### config.mk
export PLATFORM = sky130hd
export DESIGN_NAME = mem_port_arbiter
export DESIGN_NICKNAME = d
export VERILOG_FILES = /design/src/rtl/mem_port_arbiter_pkg.sv /design/src/rtl/mem_port_arbiter_arb_rr2.sv /design/src/rtl/mem_port_arbiter.sv
export SDC_FILE = /design/constraint.sdc
export NUM_CORES = 1
export LEC_CHECK = 0
export ABC_AREA = 1
export CORE_ASPECT_RATIO = 1.75
export CORE_UTILIZATION = 44
export DETAILED_ROUTE_END_ITERATION = 10
export PLACE_DENSITY = 0.9
export SETUP_SLACK_MARGIN = 0.15
export SYNTH_ARGS = -nofsm -noshare
export SYNTH_HDL_FRONTEND = slang
export SYNTH_SLANG_ARGS = --single-unit
### constraint.sdc
create_clock -name clk -period 2.3 [get_ports clk]
set_input_delay 0.575 -clock clk [delete_from_list [all_inputs] [get_ports clk]]
set_output_delay 0.575 -clock clk [all_outputs]
set_load 0.05 [all_outputs]
### src/rtl/mem_port_arbiter_pkg.sv
// Shared types and defaults for the unified memory port arbiter.
package mem_port_arbiter_pkg;

    // Sequencer states for one memory access
    typedef enum logic [1:0] {
        ST_IDLE   = 2'd0,
        ST_ACCESS = 2'd1,
        ST_RESP   = 2'd2
    } state_t;

    // Which requester currently owns (or last owned) the port
    typedef enum logic {
        OWN_CPU = 1'b0,
        OWN_LDR = 1'b1
    } owner_t;

    localparam int DEF_AW = 32;
    localparam int DEF_DW = 32;

endpackage

### src/rtl/mem_port_arbiter_arb_rr2.sv
// Two-requester round-robin picker: on a tie the requester that did not
// own the port last time wins.
module arb_rr2
    import mem_port_arbiter_pkg::*;
(
    input  logic   req_cpu,
    input  logic   req_ldr,
    input  owner_t last_owner,
    output owner_t gnt_owner,
    output logic   gnt_valid
);

    // Pick a winner; ties go to whoever was not served last
    always_comb begin
        gnt_owner = OWN_CPU;
        gnt_valid = req_cpu | req_ldr;
        if (req_cpu && req_ldr) begin
            gnt_owner = (last_owner == OWN_CPU) ? OWN_LDR : OWN_CPU;
        end else if (req_ldr) begin
            gnt_owner = OWN_LDR;
        end
    end

endmodule

### src/rtl/mem_port_arbiter.sv
// Sequences the single memory port of the multi-cycle core between the CPU
// control path and the loader/debug port, one registered access at a time.
module mem_port_arbiter
    import mem_port_arbiter_pkg::*;
#(
    parameter int AW  = DEF_AW,
    parameter int DW  = DEF_DW,
    parameter int LAT = 2
) (
    input  logic          clk,
    input  logic          rst,
    input  logic          cpu_rd,
    input  logic          cpu_wr,
    input  logic [AW-1:0] cpu_addr,
    input  logic [DW-1:0] cpu_wdata,
    output logic [DW-1:0] cpu_rdata,
    output logic          cpu_stall,
    input  logic          ldr_req,
    input  logic          ldr_we,
    input  logic [AW-1:0] ldr_addr,
    input  logic [DW-1:0] ldr_wdata,
    output logic          ldr_gnt,
    output logic          ldr_done,
    output logic [DW-1:0] ldr_rdata,
    output logic          mem_en,
    output logic          mem_we,
    output logic [AW-1:0] mem_addr,
    output logic [DW-1:0] mem_wdata,
    input  logic [DW-1:0] mem_rdata
);

    localparam int CW = $clog2(LAT) + 1;

    state_t          state;
    state_t          state_next;
    owner_t          owner;
    owner_t          last_owner;
    owner_t          pick_owner;
    logic            pick_valid;
    logic            cpu_req;
    logic            lat_we;
    logic [AW-1:0]   lat_addr;
    logic [DW-1:0]   lat_wdata;
    logic [CW-1:0]   cnt;
    logic            cnt_zero;

    assign cpu_req  = cpu_rd | cpu_wr;
    assign cnt_zero = (cnt == '0);

    arb_rr2 u_arb (
        .req_cpu    (cpu_req),
        .req_ldr    (ldr_req),
        .last_owner (last_owner),
        .gnt_owner  (pick_owner),
        .gnt_valid  (pick_valid)
    );

    // State register
    always_ff @(posedge clk) begin
        if (rst) begin
            state <= ST_IDLE;
        end else begin
            state <= state_next;
        end
    end

    // Next-state: capture in IDLE, count down in ACCESS, single RESP cycle
    always_comb begin
        state_next = state;
        case (state)
            ST_IDLE:   if (pick_valid) state_next = ST_ACCESS;
            ST_ACCESS: if (cnt_zero)   state_next = ST_RESP;
            ST_RESP:                   state_next = ST_IDLE;
            default:                   state_next = ST_IDLE;
        endcase
    end

    // Outputs decoded from state; gnt is masked during reset so no phantom pulse
    always_comb begin
        mem_en    = (state == ST_ACCESS);
        mem_we    = (state == ST_ACCESS) && lat_we;
        ldr_gnt   = !rst && (state == ST_IDLE) && pick_valid && (pick_owner == OWN_LDR);
        ldr_done  = (state == ST_RESP) && (owner == OWN_LDR);
        cpu_stall = cpu_req && !((state == ST_RESP) && (owner == OWN_CPU));
    end

    // Access latches, latency counter, read-data registers and round-robin history
    always_ff @(posedge clk) begin
        if (rst) begin
            owner      <= OWN_CPU;
            last_owner <= OWN_LDR;
            lat_we     <= 1'b0;
            lat_addr   <= '0;
            lat_wdata  <= '0;
            cnt        <= '0;
            cpu_rdata  <= '0;
            ldr_rdata  <= '0;
        end else begin
            case (state)
                ST_IDLE: begin
                    if (pick_valid) begin
                        owner <= pick_owner;
                        cnt   <= CW'(LAT - 1);
                        if (pick_owner == OWN_CPU) begin
                            lat_we    <= cpu_wr;
                            lat_addr  <= cpu_addr;
                            lat_wdata <= cpu_wdata;
                        end else begin
                            lat_we    <= ldr_we;
                            lat_addr  <= ldr_addr;
                            lat_wdata <= ldr_wdata;
                        end
                    end
                end
                ST_ACCESS: begin
                    if (cnt_zero) begin
                        if (!lat_we) begin
                            if (owner == OWN_CPU) begin
                                cpu_rdata <= mem_rdata;
                            end else begin
                                ldr_rdata <= mem_rdata;
                            end
                        end
                    end else begin
                        cnt <= cnt - CW'(1);
                    end
                end
                ST_RESP: begin
                    last_owner <= owner;
                end
                default: begin
                end
            endcase
        end
    end

    assign mem_addr  = lat_addr;
    assign mem_wdata = lat_wdata;

endmodule

; After elaboration in Yosys (flattened, before gate mapping)
; Index checks and enable logic that the tools add are counted.
[word_totals]
register_bits = 135
latch_bits = 0
ram_bits = 0
romBits = 0
inputBits = 166
out_inout_bits = 133
memories = 0
[op_classes]
addsub = 1
n_mul = 0
div_mod_pow = 0
order_cmp = 0
n_eq_ne = 5
n_shift = 0
muxes = 11
bitwise = 4
reduce_logical = 18
[ops]
columns = op, n
row1 = $mux W32, 2
row2 = $logic_and A1 B1 Y1, 8
row3 = $pmux W2 S2, 2
row4 = $reduce_and A4 Y1, 2
row5 = $mux W2, 3
row6 = $logic_not A2 Y1, 2
row7 = $mux W1, 4
row8 = $ne A2 B2 Y1 const B, 2
row9 = $reduce_and A2 Y1, 2
row10 = $reduce_and A3 Y1, 1
row11 = $eq A2 B1 Y1 const B, 1
row12 = $eq A2 B2 Y1 const B, 1
row13 = $logic_not A1 Y1, 2
row14 = $ne A2 B1 Y1 const B, 1
row15 = $not A1 Y1, 2
row16 = $or A1 B1 Y1, 2
row17 = $reduce_bool A2 Y1, 1
row18 = $sub A2 B1 Y2 const B, 1

; Logic depth before layout (Yosys ltp)
[logic_depth]
ltp_word = 4
ltp_mapped = 10
mapped_depth_nobuf = 8

; Cells and area by module
; A second synthesis with hierarchy kept.
[unflattened]
cells_unflattened = 929
hier_area_um2 = 6150.9
[by_module_without_submodules]
columns = mod, n_inst, cells_each, area_each_um2
row1 = mem_port_arbiter, 1, 926, 6135.9
row2 = arb_rr2, 1, 3, 15.0

; Worst setup path after synthesis
; OpenSTA, ideal clock, no wires.
[synth_path]
path_kind = in2out
start = in cpu_wr
end = out ldr_gnt
arrival_ns = 1.789
required_ns = 1.725
setup_slack_ns = -0.064
path_stages = 5
path_cell_list = o21ai_2 > buf_4 > buf_4 > nand3_1 > nor2_1
[synth_via]
elab_chain_cells = 4
elab_cells_between_ends = 6
classes_between = 1 x mux / 2 x bitwise / 3 x reduce/logical
[synth_lines]
columns = element, line_no
row1 = "start, declared", mem_port_arbiter.sv:13  ; input logic cpu_wr,
row2 = $or A1 B1 Y1 *, mem_port_arbiter.sv:47  ; assign cpu_req = cpu_rd | cpu_wr;
row3 = $or A1 B1 Y1 / $logic_and A1 B1 Y1 (equally long branches), "mem_port_arbiter_arb_rr2.sv:16, mem_port_arbiter_arb_rr2.sv:17"
row4 = $logic_and A1 B1 Y1 / $mux W1 (equally long branches), "mem_port_arbiter.sv:82, mem_port_arbiter_arb_rr2.sv:17"
row5 = $logic_and A1 B1 Y1 *, mem_port_arbiter.sv:82  ; ldr_gnt = !rst && (state == ST_IDLE) && pick_valid && (pick_owner == OWN_LDR);
row6 = "end, declared", mem_port_arbiter.sv:22  ; output logic ldr_gnt,
; Every way passes the cells marked *; elsewhere a longest branch is shown, timed or not.

; Worst setup path in the final report
[layout_path]
start = reg cpu_rdata[15]
end = out cpu_rdata[15]
[layout_lines]
columns = element, line_no
row1 = "start, declared", mem_port_arbiter.sv:16  ; output logic [DW-1:0] cpu_rdata,
row2 = "start signal, assigned", mem_port_arbiter.sv:119  ; cpu_rdata <= mem_rdata;
; No word-level cell between the ends.

==> results.md <==
- WP data required: roughly 1.7 ns
- Largest net degree at the start of global routing: 65
- CP max stage cell: clkdlybuf4s50_1
- Warnings from Yosys: 0
- VDD IR-drop max: around 0.0005 V
- Post-route DRC: 0
- GRT overflow: 0
- WP buf/inv: 1
- Crit. path cell count: 1
- Final instance area: approximately 0.01 mm²
- Ports: ~300
- Layout area overhead: 63.1%
- Via count: around 6,700
- CP top delay family: buffers and inverters
- Worst Reg-to-Reg Cells: 8
- Multi-input logic area: roughly 0.0025 mm²
- Kind of end point of the critical path: output pin
- Final Hold Viols: 0
- CTS tree: done
- FF+latch count, synth: around 140
- Share of cells above drive strength 1: 0.0569
- Setup Skew: approximately 0.0081 ns
- Clock tree buffer depth: 2
- Hold path cells: 2
- Rel. slew slack: 0.522
- Mapped Area: roughly 0.0060 mm²
- Mean Syn Cell Area: approximately 6.7 µm²
- # hold bufs at CTS: 0
- Gate Count Post-Synth: 896
- Fmax achieved: ~0.47 GHz
- Setup CP Type: reg2out
- Core area: about 0.013 mm²
- Routed wire per std cell: 14.3 µm
- Clock sinks: 135
- Sequential fraction of the synthesis area: 0.451
- Via density: roughly 4.9
- Worst setup SP type: flop
- Detail Route Antenna Nets: 0
- Setup Buffers After CTS: 0
- Clock slew at reported path FFs: 0.06 ns
- Yosys cell types: 20
- Initial antenna violation count: 0
- Total die area: approximately 0.014 mm²
- Critical-path cell list: clkdlybuf4s50_1
- Max_cap viols: 0
- Worst-Margin Slew: around 0.7 ns
- Vias in the first global route: 6,401
- Worst-Skew Late Latency: approximately 0.40 ns
- Final worst slack: roughly 0.18 ns
- Fill count: roughly 1,000
- Global-route wire length before repair: 30,300 µm
- Synth area leader: dfxtp_1
- H-tree level count: 4
- Slew Viols, Final: 0
- Critical Path AT: 1.55 ns
- Hold crit path type: in2reg
- Status: finished clean
- Lkg Pwr: between 5 and 6 nW
- Yosys top cell area share: 0.451
- Placed cell areas: 0.00911 mm²
- Setup TNS: 0 ns
- Register area: around 0.0027 mm²
- RSZ-0062 raised after global routing: no
- Drt pass-1 iters: 5
- Total CTS buffers: 17
- Clk root buf: clkbuf_16
- Total routed wirelength: just under 20,000 µm
- CP peak stage delay: about 0.81 ns
- NumNets Final: 1,333
- Row count: between 50 and 60
- Final worst-path cycle share: 0.922
- Post-Syn Nets: 1,064
- GPL Wtd Cong: between 0.8 and 0.9
- GR Util All Layers: 0.269
- Die width: around 90 µm
- Starting DRT DRC Count: 259
- IO Port Bufs: around 300
- CP max FO: 2
- Pwr dens: between 800 and 900 mW/mm²
- Top post-synthesis cells by area: dfxtp_1 45%, nand3_1 11%, nand2_1 8.8%
- Dpl ws: between 0.04 and 0.05 ns
- Tmin final: 2.12 ns
- Initial Utilization: 0.450
- DP Wirelength: 13,600 µm
- Final setup vio count: 0
- Chip Height: between 150 and 200 µm
- Number of diodes: 0
## report_power, final
part	internal [W]	switching [W]	total, W
Combinational	0.000978	0.00185	0.00283
Sequential	0.00263	0.000139	0.00276
Clock	0.00158	0.00109	0.00267
Total	0.00519	0.00308	0.00826
## kinds of logic after synthesis
group,count (synthesis),synth area share
buffers and inverters,208,0.141
AOI/OAI and AO/OA,134,0.113
DFF,135,0.451
adders and majority gates,2,0.00418
and+or+nand+nor,417,0.291
## cell type report
class / instances / share of cell area
sequential: 135 / 0.277
clock inverter: 13 / 0.0140
tap: 174 / 0.0223
inverter: 146 / 0.0561
timing repair buffer: 312 / 0.333
multi-input combinational: 553 / 0.251
clock buffer: 19 / 0.0464
## stage by stage
step           cells  total power, W  hold slack, ns   util
5_1_grt         1352         0.00866           0.463  0.734
4_1_cts         1352         0.00834           0.439  0.724
3_3_place_gp    1320         0.00567           0.462  0.684
2_1_floorplan    896         0.00463           0.448      -
3_5_place_dp    1320         0.00574           0.472  0.684
6_report        1352         0.00826           0.456  0.734
## Yosys cell counts (all sizes together)
library cell and count:
a21oi 67, inv 146, ha 2, nand3 134
dfxtp 135, nor2 140, buf 38, clkbuf 24
o22ai 1, nand2 143, o21ai 66
## cells in the final DEF (no fill, tap or decap), types with 2 or more instances in the layout
master | synthesis | layout
a21oi_1 | 67 | 67
inv_2 | 8 | 8
clkbuf_8 | 0 | 2
inv_8 | 0 | 2
clkinv_4 | 0 | 2
nor2_2 | 1 | 2
inv_1 | 138 | 138
inv_6 | 0 | 5
clkinvlp_4 | 0 | 3
o21ai_1 | 2 | 2
dlygate4sd2_1 | 0 | 54
nand2_2 | 2 | 3
nor2_1 | 139 | 138
buf_12 | 0 | 10
nand3_1 | 134 | 134
clkbuf_16 | 0 | 17
dlymetal6s2s_1 | 0 | 53
ha_1 | 2 | 2
o21ai_0 | 63 | 63
buf_4 | 2 | 9
clkdlybuf4s50_1 | 0 | 184
dfxtp_1 | 135 | 135
nand2_1 | 141 | 140
buf_2 | 31 | 2
## state kept, by name, summed over array words and instances, names as in the netlist
name,flops
ldr_rdata,32
owner,1
cnt,2
last_owner,1
cpu_rdata,32
lat_we,1
mem_wdata,32
mem_addr,32
state,2
## worst paths after layout
path | startpoint | endpoint | slack, ns
hold / removal | rst | state[0] | 0.46
setup / recovery | cpu_rdata[15] | cpu_rdata[15] | 0.18
setup reg to reg | cnt[0] | cpu_rdata[11] | 0.75
hold reg to reg | ldr_rdata[14] | ldr_rdata[14] | 0.47
## per-layer routing
layer  track usage  vias to the layer above  part of all wire
met3        0.0719                       51             0.072
met5             0                        -                 0
li1              -                     3318                 -
met4         0.149                        0             0.044
met1         0.273                     2986              0.36
met2         0.495                      296              0.53
## timing repair
item                                    4_1_cts  5_1_grt
resized for setup                            54       53
gates cloned                                  0        0
pin swaps                                     1        0
endpoints found under the setup margin       53       53
(Power assumes the default switching activity.)
